$ cat src/rtl/hazard_pkg.sv
// Shared state/cause encodings and a mask helper for the N-stage hazard unit.
package hazard_pkg;

   typedef enum logic [1:0] {RUN, SQUASH, REDIR} hz_state_t;

   typedef enum logic [2:0] {
      CAUSE_NONE,
      CAUSE_DWAIT,
      CAUSE_SQUASH,
      CAUSE_REDIR,
      CAUSE_REDIRECT,
      CAUSE_LOAD_USE,
      CAUSE_IWAIT
   } hz_cause_t;

   // Bits [n-1:0] set: selects every pipeline register upstream of stage n.
   function automatic logic [7:0] low_mask(input int n);
      logic [7:0] m;
      m = '0;
      for (int i = 0; i < 8; i++) begin
         if (i < n) m[i] = 1'b1;
      end
      return m;
   endfunction

endpackage

$ cat src/rtl/hazard_unit_nstage_if.sv
// Pipeline <-> hazard unit bundle; master is the pipeline datapath, slave is the hazard unit.
interface hazard_unit_nstage_if #(parameter int NSTAGES = 4);
   import hazard_pkg::*;

   logic               iren, i_ram_busy;
   logic               dren, dwen, d_ram_busy;
   logic               jump, branch, mispredict;
   logic [4:0]         dec_rs1, dec_rs2;
   logic               dec_rs1_used, dec_rs2_used;
   logic               ex_valid, ex_load;
   logic [4:0]         ex_rd;
   logic               wb_valid;
   logic [4:0]         wb_rd;
   logic               pc_en, npc_sel;
   logic [NSTAGES-2:0] stall, flush;
   hz_cause_t          stall_cause;

   modport master (
      output iren, i_ram_busy, dren, dwen, d_ram_busy, jump, branch, mispredict,
             dec_rs1, dec_rs2, dec_rs1_used, dec_rs2_used, ex_valid, ex_load, ex_rd,
             wb_valid, wb_rd,
      input  pc_en, npc_sel, stall, flush, stall_cause
   );

   modport slave (
      input  iren, i_ram_busy, dren, dwen, d_ram_busy, jump, branch, mispredict,
             dec_rs1, dec_rs2, dec_rs1_used, dec_rs2_used, ex_valid, ex_load, ex_rd,
             wb_valid, wb_rd,
      output pc_en, npc_sel, stall, flush, stall_cause
   );

endinterface

$ cat src/rtl/load_scoreboard.sv
// Pending-load scoreboard: set by loads leaving EX, cleared at writeback; same-cycle set beats clear.
// Lookup is combinational and treats a register written back this cycle as available.
module load_scoreboard (
   input  logic       CLK,
   input  logic       nRST,
   input  logic       set_en,
   input  logic [4:0] set_rd,
   input  logic       clr_en,
   input  logic [4:0] clr_rd,
   input  logic [4:0] rs1,
   input  logic [4:0] rs2,
   input  logic       rs1_used,
   input  logic       rs2_used,
   output logic       hazard
);

   logic [31:0] pending;
   logic [31:0] set_mask;
   logic [31:0] clr_mask;
   logic [31:0] live;

   always_comb begin
      set_mask = '0;
      clr_mask = '0;
      if (set_en && set_rd != 5'd0) set_mask[set_rd] = 1'b1;
      if (clr_en) clr_mask[clr_rd] = 1'b1;
   end

   assign live   = pending & ~clr_mask;
   assign hazard = (rs1_used && rs1 != 5'd0 && live[rs1]) ||
                   (rs2_used && rs2 != 5'd0 && live[rs2]);

   always_ff @(posedge CLK or negedge nRST) begin
      if (!nRST) begin
         pending <= '0;
      end else begin
         pending <= live | set_mask;
      end
   end

endmodule

$ cat src/rtl/hazard_unit_nstage.sv
// Stall/flush/PC control for an N-stage pipeline; same-cycle combinational response from registered state.
// Data-memory wait outranks everything and freezes the redirect FSM so a held redirect is replayed later.
module hazard_unit_nstage
   import hazard_pkg::*;
#(
   parameter int NSTAGES      = 4,
   parameter int DEC_STAGE    = 1,
   parameter int EX_STAGE     = 2,
   parameter int MEM_STAGE    = 2,
   parameter int REDIRECT_LAT = 0
) (
   input logic                 CLK,
   input logic                 nRST,
   hazard_unit_nstage_if.slave bus
);

   localparam int         NR          = NSTAGES - 1;
   localparam bit         HAS_MEM_REG = (MEM_STAGE < NR);
   localparam int         MEM_IDX     = HAS_MEM_REG ? MEM_STAGE : 0;
   localparam bit         HAS_EX_REG  = (EX_STAGE < NR);
   localparam int         EX_IDX      = HAS_EX_REG ? EX_STAGE : 0;
   localparam logic [2:0] LAT         = 3'(REDIRECT_LAT);

   hz_state_t     state;
   logic [2:0]    cnt;
   logic          redirect, dwait, iwait, load_use, ex_adv, sb_set;
   logic          pc_en_c, npc_sel_c;
   logic [NR-1:0] stall_c, flush_c;
   hz_cause_t     cause_c;

   assign redirect = bus.jump | (bus.branch & bus.mispredict);
   assign dwait    = bus.d_ram_busy & (bus.dren | bus.dwen);
   assign iwait    = bus.iren & bus.i_ram_busy;

   // A load only becomes pending once it actually leaves EX.
   assign ex_adv = HAS_EX_REG ? ~(stall_c[EX_IDX] | flush_c[EX_IDX]) : 1'b1;
   assign sb_set = bus.ex_valid & bus.ex_load & ex_adv;

   load_scoreboard u_scoreboard (
      .CLK      (CLK),
      .nRST     (nRST),
      .set_en   (sb_set),
      .set_rd   (bus.ex_rd),
      .clr_en   (bus.wb_valid),
      .clr_rd   (bus.wb_rd),
      .rs1      (bus.dec_rs1),
      .rs2      (bus.dec_rs2),
      .rs1_used (bus.dec_rs1_used),
      .rs2_used (bus.dec_rs2_used),
      .hazard   (load_use)
   );

   always_comb begin
      stall_c   = '0;
      flush_c   = '0;
      pc_en_c   = 1'b0;
      npc_sel_c = 1'b0;
      cause_c   = CAUSE_NONE;
      if (dwait) begin
         stall_c = NR'(low_mask(MEM_STAGE));
         if (HAS_MEM_REG) flush_c[MEM_IDX] = 1'b1;
         cause_c = CAUSE_DWAIT;
      end else if (state == SQUASH) begin
         flush_c[0] = 1'b1;
         cause_c    = CAUSE_SQUASH;
      end else if (state == REDIR) begin
         flush_c[0] = 1'b1;
         cause_c    = CAUSE_REDIR;
      end else if (redirect) begin
         pc_en_c   = 1'b1;
         npc_sel_c = 1'b1;
         flush_c   = NR'(low_mask(EX_STAGE));
         cause_c   = CAUSE_REDIRECT;
      end else if (load_use) begin
         stall_c          = NR'(low_mask(DEC_STAGE));
         flush_c[DEC_STAGE] = 1'b1;
         cause_c          = CAUSE_LOAD_USE;
      end else if (iwait) begin
         flush_c[0] = 1'b1;
         cause_c    = CAUSE_IWAIT;
      end else begin
         pc_en_c = 1'b1;
      end
      flush_c = flush_c & ~stall_c;
   end

   always_ff @(posedge CLK or negedge nRST) begin
      if (!nRST) begin
         state <= RUN;
         cnt   <= 3'd0;
      end else if (!dwait) begin
         unique case (state)
            SQUASH: begin
               if (!bus.i_ram_busy) begin
                  if (LAT != 3'd0) begin
                     state <= REDIR;
                     cnt   <= LAT;
                  end else begin
                     state <= RUN;
                  end
               end
            end
            REDIR: begin
               if (cnt <= 3'd1) begin
                  state <= RUN;
                  cnt   <= 3'd0;
               end else begin
                  cnt <= cnt - 3'd1;
               end
            end
            default: begin
               if (redirect) begin
                  if (iwait) begin
                     state <= SQUASH;
                  end else if (LAT != 3'd0) begin
                     state <= REDIR;
                     cnt   <= LAT;
                  end
               end
            end
         endcase
      end
   end

   // Reset forces a full bubble everywhere without waiting for a clock.
   assign bus.pc_en       = nRST & pc_en_c;
   assign bus.npc_sel     = nRST & npc_sel_c;
   assign bus.stall       = nRST ? stall_c : '0;
   assign bus.flush       = nRST ? flush_c : '1;
   assign bus.stall_cause = nRST ? cause_c : CAUSE_NONE;

endmodule

$ cat src/flat_wrapper.sv
// flat-port wrapper written by rule: the top's interface ports become plain ports
module hazard_unit_nstage_flat import hazard_pkg::*;
#(
   parameter int NSTAGES      = 4,
   parameter int DEC_STAGE    = 1,
   parameter int EX_STAGE     = 2,
   parameter int MEM_STAGE    = 2,
   parameter int REDIRECT_LAT = 0
)
  (CLK, nRST, bus_iren, bus_i_ram_busy, bus_dren, bus_dwen, bus_d_ram_busy, bus_jump, bus_branch, bus_mispredict, bus_dec_rs1, bus_dec_rs2, bus_dec_rs1_used, bus_dec_rs2_used, bus_ex_valid, bus_ex_load, bus_ex_rd, bus_wb_valid, bus_wb_rd, bus_pc_en, bus_npc_sel, bus_stall, bus_flush, bus_stall_cause);
  hazard_unit_nstage_if #(.NSTAGES(NSTAGES)) bus_i ();
  input logic CLK;
  input logic nRST;
  input wire logic [$bits(bus_i.iren)-1:0] bus_iren;
  input wire logic [$bits(bus_i.i_ram_busy)-1:0] bus_i_ram_busy;
  input wire logic [$bits(bus_i.dren)-1:0] bus_dren;
  input wire logic [$bits(bus_i.dwen)-1:0] bus_dwen;
  input wire logic [$bits(bus_i.d_ram_busy)-1:0] bus_d_ram_busy;
  input wire logic [$bits(bus_i.jump)-1:0] bus_jump;
  input wire logic [$bits(bus_i.branch)-1:0] bus_branch;
  input wire logic [$bits(bus_i.mispredict)-1:0] bus_mispredict;
  input wire logic [$bits(bus_i.dec_rs1)-1:0] bus_dec_rs1;
  input wire logic [$bits(bus_i.dec_rs2)-1:0] bus_dec_rs2;
  input wire logic [$bits(bus_i.dec_rs1_used)-1:0] bus_dec_rs1_used;
  input wire logic [$bits(bus_i.dec_rs2_used)-1:0] bus_dec_rs2_used;
  input wire logic [$bits(bus_i.ex_valid)-1:0] bus_ex_valid;
  input wire logic [$bits(bus_i.ex_load)-1:0] bus_ex_load;
  input wire logic [$bits(bus_i.ex_rd)-1:0] bus_ex_rd;
  input wire logic [$bits(bus_i.wb_valid)-1:0] bus_wb_valid;
  input wire logic [$bits(bus_i.wb_rd)-1:0] bus_wb_rd;
  output wire logic [$bits(bus_i.pc_en)-1:0] bus_pc_en;
  output wire logic [$bits(bus_i.npc_sel)-1:0] bus_npc_sel;
  output wire logic [$bits(bus_i.stall)-1:0] bus_stall;
  output wire logic [$bits(bus_i.flush)-1:0] bus_flush;
  output wire logic [$bits(bus_i.stall_cause)-1:0] bus_stall_cause;
  assign bus_i.iren = bus_iren;
  assign bus_i.i_ram_busy = bus_i_ram_busy;
  assign bus_i.dren = bus_dren;
  assign bus_i.dwen = bus_dwen;
  assign bus_i.d_ram_busy = bus_d_ram_busy;
  assign bus_i.jump = bus_jump;
  assign bus_i.branch = bus_branch;
  assign bus_i.mispredict = bus_mispredict;
  assign bus_i.dec_rs1 = bus_dec_rs1;
  assign bus_i.dec_rs2 = bus_dec_rs2;
  assign bus_i.dec_rs1_used = bus_dec_rs1_used;
  assign bus_i.dec_rs2_used = bus_dec_rs2_used;
  assign bus_i.ex_valid = bus_ex_valid;
  assign bus_i.ex_load = bus_ex_load;
  assign bus_i.ex_rd = bus_ex_rd;
  assign bus_i.wb_valid = bus_wb_valid;
  assign bus_i.wb_rd = bus_wb_rd;
  assign bus_pc_en = bus_i.pc_en;
  assign bus_npc_sel = bus_i.npc_sel;
  assign bus_stall = bus_i.stall;
  assign bus_flush = bus_i.flush;
  assign bus_stall_cause = bus_i.stall_cause;
  hazard_unit_nstage #(.NSTAGES(NSTAGES), .DEC_STAGE(DEC_STAGE), .EX_STAGE(EX_STAGE), .MEM_STAGE(MEM_STAGE), .REDIRECT_LAT(REDIRECT_LAT)) u_core (.CLK(CLK), .nRST(nRST), .bus(bus_i));
endmodule
$ cat config.mk
export PLATFORM = sky130hd
export DESIGN_NAME = hazard_unit_nstage_flat
export DESIGN_NICKNAME = d
export VERILOG_FILES = /design/src/rtl/hazard_pkg.sv /design/src/rtl/hazard_unit_nstage_if.sv /design/src/rtl/load_scoreboard.sv /design/src/rtl/hazard_unit_nstage.sv /design/src/flat_wrapper.sv
export SDC_FILE = /design/constraint.sdc
export NUM_CORES = 1
export LEC_CHECK = 0
export ABC_AREA = 1
export BUFFER_PORTS_ARGS = -buffer_cell sky130_fd_sc_hd__buf_4
export CORE_MARGIN = 8
export CORE_UTILIZATION = 25
export CTS_BUF_LIST = sky130_fd_sc_hd__clkbuf_4 sky130_fd_sc_hd__clkbuf_8
export CTS_CLUSTER_DIAMETER = 120
export DETAILED_ROUTE_END_ITERATION = 7
export GPL_TIMING_DRIVEN = 0
export PLACE_DENSITY = 0.5
export SLEW_MARGIN = 0
export SYNTH_ARGS = -nofsm -noshare
export SYNTH_HDL_FRONTEND = slang
export SYNTH_SLANG_ARGS = --single-unit
$ cat constraint.sdc
create_clock -name CLK -period 3 [get_ports CLK]
set_clock_uncertainty 0.15 [all_clocks]
set_input_delay 0.3 -clock CLK [delete_from_list [all_inputs] [get_ports CLK]]
set_output_delay 0.3 -clock CLK [all_outputs]
set_load 0.05 [all_outputs]
== After elaboration in Yosys (flattened, before gate mapping) ==
Index checks and enable logic that the tools add are counted.
Operators by class
  add/sub/neg operators: 1
  order comparisons: 7
  equality and inequality tests: 4
  muxes and demuxes: 50
  bitwise operators: 17
  reductions and logical operators: 15
Operators with widths (count)
  $mux W32: 2
  $mux W3: 14
  $and A32 B32 Y32: 1
  $not A32 Y32: 1
  $or A32 B32 Y32: 1
  $lt A5 B6 Y1 const B: 4
  $mux W1: 22
  $reduce_bool A5 Y1: 3
  $mux W2: 7
  $bmux W1 S5: 2
  $demux W1 S5: 2
  $ge A5 B1 Y1 const B: 2
  $and A1 B1 Y1: 7
  $logic_and A1 B1 Y1: 7
  $reduce_bool A3 Y1: 2
  $reduce_and A5 Y1: 1
  $ne A2 B2 Y1 const B: 2
  $pmux W2 S2: 1
  $and A3 B3 Y3: 1
  $le A3 B1 Y1 const B: 1
  $not A3 Y3: 1
  $or A1 B1 Y1: 3
  $sub A3 B1 Y3 const B: 1
  $eq A2 B1 Y1 const B: 1
  4 further kinds: 5
Storage, ports and cells
  register bits after elaboration: 37
  input bits: 35
  output and inout port bits: 11
  logic and storage cells: 97

== Depth between registers and ports, before layout ==
Gate-level depths: netlist (run 1).
  word-level depth: 24
  mapped depth: 19
  mapped depth without buffers: 18

== Cells and area by module ==
A second synthesis (run 1) with hierarchy kept.
Second synthesis, totals
  cell total of the unflattened synthesis: 377
  area total of the unflattened synthesis: 2372.3 um2
By module, submodules not included
  load_scoreboard: times used 1, cells an instance 326, area an instance 2137.0 um2, sequential area each 800.8 um2
  hazard_unit_nstage: times used 1, cells an instance 51, area an instance 235.2 um2, sequential area each 25.0 um2

== Worst setup path before layout (run 1) ==
Ideal clock, no wire load.
  path kind: input port to output port
  start point: input bus_dec_rs1[0]
  end point: output bus_stall_cause[0]
  arrival: 2391 ps
  data required time: 2550 ps
  slack: 159 ps
  cell stages on the path: 15
  buffers on the path: 2
  path through: buf_4 -> clkinv_1 -> nor2_4 -> inv_1 -> nor2_1 -> nor2_1 -> nand2_1 -> nand3_1 -> nand3_1 -> nand2_2 -> nand2_4 -> nand2_1 -> nand2_1 -> o21ai_0 -> buf_4
Between the ends
  word-level cells in the longest chain between the ends: 10
  elaborated cells between the ends (all ways): 12
  classes of those cells: 8 x mux; 4 x reduce/logical
RTL lines
  start, declared: line flat_wrapper.sv:22  | input wire logic [$bits(bus_i.dec_rs1)-1:0] bus_dec_rs1;
  $bmux W1 S5 / $reduce_bool A5 Y1 (equally long branches): line load_scoreboard.sv:30  | assign hazard = (rs1_used && rs1 != 5'd0 && live[rs1]) ||
  $mux W1 (not written as such) / $logic_and A1 B1 Y1 (equally long branches): line load_scoreboard.sv:30
  $logic_and A1 B1 Y1 (*): line load_scoreboard.sv:30
  $logic_or A1 B1 Y1 (*): line load_scoreboard.sv:30
  $mux W3 (*): line hazard_unit_nstage.sv:74  | end else if (load_use) begin
  $mux W3 (*): line hazard_unit_nstage.sv:69  | end else if (redirect) begin
  $mux W3 (*): line hazard_unit_nstage.sv:66  | end else if (state == REDIR) begin
  $mux W3 (*): line hazard_unit_nstage.sv:63  | end else if (state == SQUASH) begin
  $mux W3 (*): line hazard_unit_nstage.sv:59  | if (dwait) begin
  $mux W3 (*): line hazard_unit_nstage.sv:130  | assign bus.stall_cause = nRST ? cause_c : CAUSE_NONE;
  end, declared: line flat_wrapper.sv:35  | output wire logic [$bits(bus_i.stall_cause)-1:0] bus_stall_cause;
Every way passes the cells marked *; elsewhere a longest branch is shown, timed or not. The select of a mux whose other input is x is not followed.

== Worst setup path after layout (run 1) ==
  start point: input bus_dec_rs2[0]
  end point: output bus_stall_cause[0]
Between the ends
  word-level cells in the longest chain between the ends: 10
  elaborated cells between the ends (all ways): 12
  classes of those cells: 8 x mux; 4 x reduce/logical
RTL lines
  start, declared: line flat_wrapper.sv:23  | input wire logic [$bits(bus_i.dec_rs2)-1:0] bus_dec_rs2;
  $bmux W1 S5 / $reduce_bool A5 Y1 (equally long branches): line load_scoreboard.sv:31  | (rs2_used && rs2 != 5'd0 && live[rs2]);
  $mux W1 (not written as such) / $logic_and A1 B1 Y1 (equally long branches): line load_scoreboard.sv:31
  $logic_and A1 B1 Y1 (*): line load_scoreboard.sv:31
  $logic_or A1 B1 Y1 (*): line load_scoreboard.sv:30
  $mux W3 (*): line hazard_unit_nstage.sv:74
  $mux W3 (*): line hazard_unit_nstage.sv:69
  $mux W3 (*): line hazard_unit_nstage.sv:66
  $mux W3 (*): line hazard_unit_nstage.sv:63
  $mux W3 (*): line hazard_unit_nstage.sv:59
  $mux W3 (*): line hazard_unit_nstage.sv:130
Marked as above.

==> results.md, run 1 <==
- Result of the run: completed
- Growth of design area from synthesis to finish: 24.7%
- Overall global routing resource usage: 0.143
- Power density relative to cell area: about 420 nW/um^2
- Delay contributed by the slowest stage of the critical path: approximately 280 ps
- First-iteration detailed-routing DRC count: around 200
- Most common cell after layout, fill and taps aside: nand2_1
- Data arrival at the endpoint of the critical path: around 2400 ps
- Cell chosen for the clock root: clkbuf_8
- Number of failing setup endpoints in the final timing report: 0
- Area enclosed by the die boundary: roughly 14000 um^2
- Worst vdd rail ir drop: 0.130 mV
- Via count: 2840
- Depth of the most critical reg-to-reg path: 2
- Cell depth of the worst hold path: 4
- Total number of yosys warnings: 0
- Number of endpoints with negative hold slack in the final report: 0
- #FFs+latches synth: 33
- Dpl cells: approximately 570
- Final estimated routing congestion in global placement: just under 0.9
- Max Fanout on Critical Path: 10
- Master of the slowest instance on the critical path: buf_2
- DRC: 0
- Mapped cell area: 2540 um^2
- Final critical-path share of the clock period: 0.932
- Floorplan row count: 37
- Setup slack of the worst register-to-register path: around 1900 ps
- Number of CTS-inserted buffers: 5
- Top library cells by usage in the layout, fill and taps aside: nand2_1, nand3_1, buf_4, inv_1, dfrtp_1
- Layout cell share with drive strength beyond 1: 0.195
- Clock edge transition at the registers on the reported setup and hold paths: 70 ps
- Distinct cell type count of the synthesized netlist: 27
- Crit path capture type: primary output
- First-pass GRT wire length: between 10 and 15 mm
- Clock latency reported for the late side of the worst-skew pair: a little under 300 ps
- Buffer depth of the longest clock path: 2
- Placement Cell Area: slightly above 3000 um^2
- Synthesized net count: between 400 and 500
- Setup repair after global routing missed its margin: no
- Cells after synthesis: about 400
- Number of top-level pins: between 40 and 50
- Mean post-synth cell area: ~6.5 um^2
- Top Family by Delay on Critical Path: buffers and inverters
- Routed wire length: around 9.3 mm
- Remaining number of nets flagged by the antenna check after routing: 0
- Final design utilization: 0.314
- Vias in the first global route: 2815
- Number of antenna violations at the first check in global routing: 0
- Largest net degree at the start of global routing: 39
- Count of buffers from port buffering: 40
- Upper clock frequency limit: 358 MHz
- Number of levels the H-tree was split into: 2
- Sequential cell area fraction in the yosys report: 0.324
- Non-filler cells in the finished layout: around 580
- Worst R2R Start: u_core.u_scoreboard.pending[15]$_DFF_PN0_
- Clock sink count: 33
- Crit path time final: approximately 2800 ps
- Initial cell density of the core: 0.252
- Standard cell core area: 10100 um^2
- Count of buffering cells on the critical path with inverters included: 5
- Worst Hold End: u_core.state[0]$_DFFE_PN0P_
- Max Slew Vio Count: 0
- Final design area excluding fillers: 3170 um^2
- Max-slew headroom at the worst pin: 0.604
- Total iterations of the first detailed-routing run: 5
- Worst r2r dst: u_core.u_scoreboard.pending[15]$_DFF_PN0_
- Number of filler instances in the final layout: around 1.1k
- Max cap viols: 0
- TNS Setup: 0 ps
- Class of the tightest hold or removal check: in2reg
- Hpwl dp: 6.97 mm
- Type of the worst setup path: in2out
- Net total in the final layout: 474
- TritonCTS clock tree: yes
- Static leakage: ~1.4 nW
- Remaining global-route overflow: 0
- Die Y-Extent: 117 um
- Critical path, cell by cell: buf_2 > clkinvlp_4 > buf_2 > nand3_1 > nand3_1 > nand3_1 > nand2_1 > nand2_1 > nand3_1 > nand3_2 > nand2_1 > nand2_1 > o21ai_0 > buf_4 > buf_4
- Number of antenna diodes: 0
- Area of the multi-input gates: roughly 1500 um^2
- Tightest Pin Transition: between 500 and 600 ps
- Per-cell via count in the routed design: between 4 and 5
- Die boundary width: between 100 and 150 um
- Startpoint type of the worst setup path: input pin
- Min-delay src: bus_i_ram_busy
- Seq. cell area: between 800 and 900 um^2
- Detail-routed net length per standard cell: about 16 um
- Worst Path Required: about 2600 ps
what timing repair did:
item	4_1_cts	5_1_grt
endpoints found under the setup margin	1	7
buffers inserted	0	1
gates resized for setup	1	13
hold endpoints to repair	33	0
hold buffers	1	0
pin swaps	0	1
power breakdown:
group          switching, mW  leakage [nW]  total (mW)  internal (mW)
clock network          0.179        0.0542       0.387          0.208
registers             0.0336         0.441       0.539          0.505
logic                  0.263         0.942       0.416          0.152
area by class of cell:
cell class                      count  area share
Buffer                             11      0.0209
Clock buffer                        7      0.0304
Clock inverter                      1     0.00158
Inverter                           40      0.0509
Multi-Input combinational cell    306       0.482
Sequential cell                    33       0.260
Tap cell                          136      0.0536
Timing Repair Buffer               42       0.100
logic make-up after synthesis:
kind of cell / count (synthesis) / share of synthesized area
other: 1 / 0.00147
and+or+nand+nor: 247 / 0.445
buffers and inverters: 51 / 0.0841
AOI/OAI and AO/OA: 58 / 0.145
DFF: 33 / 0.324
sequential cells by signal (all words and copies together), names as in the netlist:
signal                       flops
u_core.u_scoreboard.pending     32
u_core.state                     1
synth_stat cells:
cell type	number	area, um^2
nand2_4	1	11.3
inv_2	1	3.75
nand3_1	81	405
nor2_4	4	45.0
nand2_1	123	462
inv_1	36	135
dfrtp_1	33	826
clkbuf_1	3	11.3
buf_2	3	15.0
a21oi_2	1	8.76
clkinv_1	3	11.3
o211ai_1	1	7.51
o21ai_1	1	5.00
a21boi_0	15	113
o21bai_1	14	105
conb_1	1	3.75
nand2_2	3	18.8
o21ai_0	20	100
nor3_4	1	16.3
nor2_2	4	25.0
nand4_1	2	12.5
a21oi_1	6	30.0
or2_2	1	6.26
nor2_1	16	60.1
buf_4	5	37.5
nand3_2	3	30.0
nor3_1	8	40.0
worst min-delay path, cell delays in order:
cell and delay, ps:
buf_4 80, nand2_1 40, nand2_1 70, o21ai_0 80
per-stage QoR:
stage / setup slack [ps] / hold slack, ps / power (mW)
6_report: 205 / 172 / 1.34
5_1_grt: 0.662 / 211 / 1.42
4_1_cts: 3.05 / 165 / 1.34
3_5_place_dp: 5.17 / 158 / 0.953
2_1_floorplan: 159 / -146 / 0.807
3_3_place_gp: -24.6 / 155 / 0.949
metal layers:
metal	part of all wire	wire, um	global-route usage
met1	0.46	4310	0.192
met2	0.44	4040	0.222
met3	0.087	811	0.0369
met4	0.012	114	0.0341
met5	0	0	0
worst max path at each step:
stage | to | startpoint | cells past startpoint
2_1_floorplan | bus_stall_cause[0] | bus_dec_rs1[0] | 15
3_3_place_gp | bus_stall_cause[0] | bus_dec_rs2[1] | 13
3_5_place_dp | bus_stall_cause[0] | bus_wb_valid | 20
4_1_cts | bus_stall_cause[0] | bus_dec_rs2[1] | 13
5_1_grt | bus_stall_cause[0] | bus_wb_rd[0] | 18
6_report | bus_stall_cause[0] | bus_dec_rs2[0] | 15
Note: power is estimated with default switching activity, not from simulation.
==> run 2, diff against run 1 <==
Clock period 3 ns to 3.2 ns, I/O delays scaled along.
==> run 2 against run 1 <==
Effect of this change:
- count of clock-buffer cells in the layout is the same
- clock power shrank 5.4%
- sequential power shrank 6.3%
- hold slack gained 24 ps
- sequential share of layout area grew 0.28 points
- combinational power shrank 7.5%
- critical path type unchanged
==> results.md, run 2 (synthesis gave the netlist of run 1 again) <==
- Clock latency reported for the late side of the worst-skew pair: 290 ps
- First-pass GRT wire length: 14.8 mm
- DRC: 0
- Number of top-level pins: 46
- Placement Cell Area: between 3000 and 4000 um^2
- Via count: between 2k and 3k
- Crit path time final: a little under 3000 ps
- Non-filler cells in the finished layout: between 500 and 600
- Largest net degree at the start of global routing: 39
- Count of buffers from port buffering: 40
- Die Y-Extent: around 120 um
- Class of the tightest hold or removal check: in2reg
- Final total power: 1.26 mW
- Worst Hold End: u_core.state[0]$_DFFE_PN0P_
- Cell depth of the worst hold path: 4
- Dpl cells: approximately 570
- Final design area excluding fillers: ~3100 um^2
- Max Fanout on Critical Path: 10
- Result of the run: completed
- Worst r2r dst: u_core.u_scoreboard.pending[15]$_DFF_PN0_
- Cell chosen for the clock root: clkbuf_8
- Depth of the most critical reg-to-reg path: 2
- Clock edge transition at the registers on the reported setup and hold paths: 70 ps
- Total iterations of the first detailed-routing run: 7
- Max cap viols: 0
- TritonCTS clock tree: yes
- Detail-routed net length per standard cell: 16.1 um
- Type of the worst setup path: in2out
- Most common cell after layout, fill and taps aside: nand2_1
- Number of endpoints with negative hold slack in the final report: 0
- Tightest Pin Transition: approximately 870 ps
- Per-cell via count in the routed design: 4.91
- Standard cell core area: about 10000 um^2
- Number of failing setup endpoints in the final timing report: 0
- Setup slack of the worst register-to-register path: 2060 ps
- Growth of design area from synthesis to finish: 23.4%
- Startpoint type of the worst setup path: input pin
- Worst Path Required: 2730 ps
- Setup fix buffers added after clock tree synthesis: 0
- Final critical-path share of the clock period: 0.921
- Remaining number of nets flagged by the antenna check after routing: 0
- Worst R2R Start: u_core.u_scoreboard.pending[15]$_DFF_PN0_
- Hpwl dp: about 7 mm
- TNS Setup: 0 ps
- Initial cell density of the core: 0.252
- Area enclosed by the die boundary: 13700 um^2
- Min-delay src: bus_i_ram_busy
- Final design utilization: 0.311
- Clock sink count: 33
- Static leakage: 1.43 nW
- Buffer depth of the longest clock path: 2
- Routed wire length: 9.25 mm
- Number of antenna diodes: 0
- Upper clock frequency limit: 339 MHz
- Remaining global-route overflow: 0
- Number of levels the H-tree was split into: 2
- Data arrival at the endpoint of the critical path: between 2000 and 2500 ps
- Most flop-heavy register: u_core.u_scoreboard.pending
- Top library cells by usage in the layout, fill and taps aside: nand2_1, nand3_1, buf_4, inv_1, dfrtp_1
- Floorplan row count: 37
- First-iteration detailed-routing DRC count: 210
- Number of CTS-inserted buffers: 5
- Crit path capture type: primary output
- Launching instance or port of the critical path: bus_dec_rs1[1]
- Final estimated routing congestion in global placement: 0.873
- Max Slew Vio Count: 0
- Net total in the final layout: around 470
- Layout cell share with drive strength beyond 1: 0.180
- Max-slew headroom at the worst pin: 0.421
- Vias in the first global route: ~2.8k
- Worst vdd rail ir drop: 0.124 mV
- Flip-flop count of the largest register after layout: 32
- Setup repair after global routing missed its margin: no
- Power density relative to cell area: 400 nW/um^2
- Biggest regs: u_core.u_scoreboard.pending x32, u_core.state x1
- Overall global routing resource usage: 0.143
- Number of antenna violations at the first check in global routing: 0
- Die boundary width: around 120 um
==> run 2: per-layer routing <==
metal / vias up / part of all wire / global-route usage
met3: 4 / 0.089 / 0.0369
met4: 0 / 0.0080 / 0.0341
met5: - / 0 / 0
met1: 1329 / 0.47 / 0.192
li1: 1382 / - / -
met2: 110 / 0.43 / 0.222
==> run 2: metrics by stage <==
step / setup WS, ps / hold slack (ps)
floorplan: 319 / -126
global placement: 135 / 175
detailed placement: 165 / 178
CTS: 148 / 185
global route: 29.2 / 231
finish: 252 / 196
==> run 2: worst max path at each step <==
stage	cells after the start	end	slack, ps
6_report	17	bus_stall_cause[0]	250
5_1_grt	21	bus_stall_cause[0]	30
4_1_cts	20	bus_stall_cause[0]	150
3_5_place_dp	20	bus_stall_cause[0]	170
3_3_place_gp	13	bus_stall_cause[0]	140
2_1_floorplan	15	bus_stall_cause[0]	320
==> run 2: critical path, stage by stage <==
cell and delay [ps]:
buf_2 180, nor2_1 680, nand2_1 110, nand2_1 90
inv_1 50, nand2_1 80, nand2_1 50, nand2_1 60
inv_1 30, nand2_1 90, nand2_2 70, nand2_4 90
nand2_1 50, nand2_1 50, o21ai_0 110, buf_4 170
buf_4 180
==> run 2: timing repair <==
action | in CTS | in global routing
setup endpoints to repair | 0 | 4
hold buffers | 1 | 0
endpoints found under the hold margin | 33 | 0
resized for setup | 0 | 5
==> run 2: layout make-up <==
class,instances,area [um^2]
Buffer,11,65.1
Clock buffer,7,96.3
Clock inverter,1,5.00
Fill cell,1143,6950
Inverter,40,154
Multi-Input combinational cell,306,1510
Sequential cell,33,826
Tap cell,136,170
Timing Repair Buffer,41,310
==> run 2: power breakdown <==
part,switching [mW],internal (mW)
Sequential,0.0313,0.474
Combinational,0.244,0.141
Clock,0.171,0.195
Total,0.447,0.809
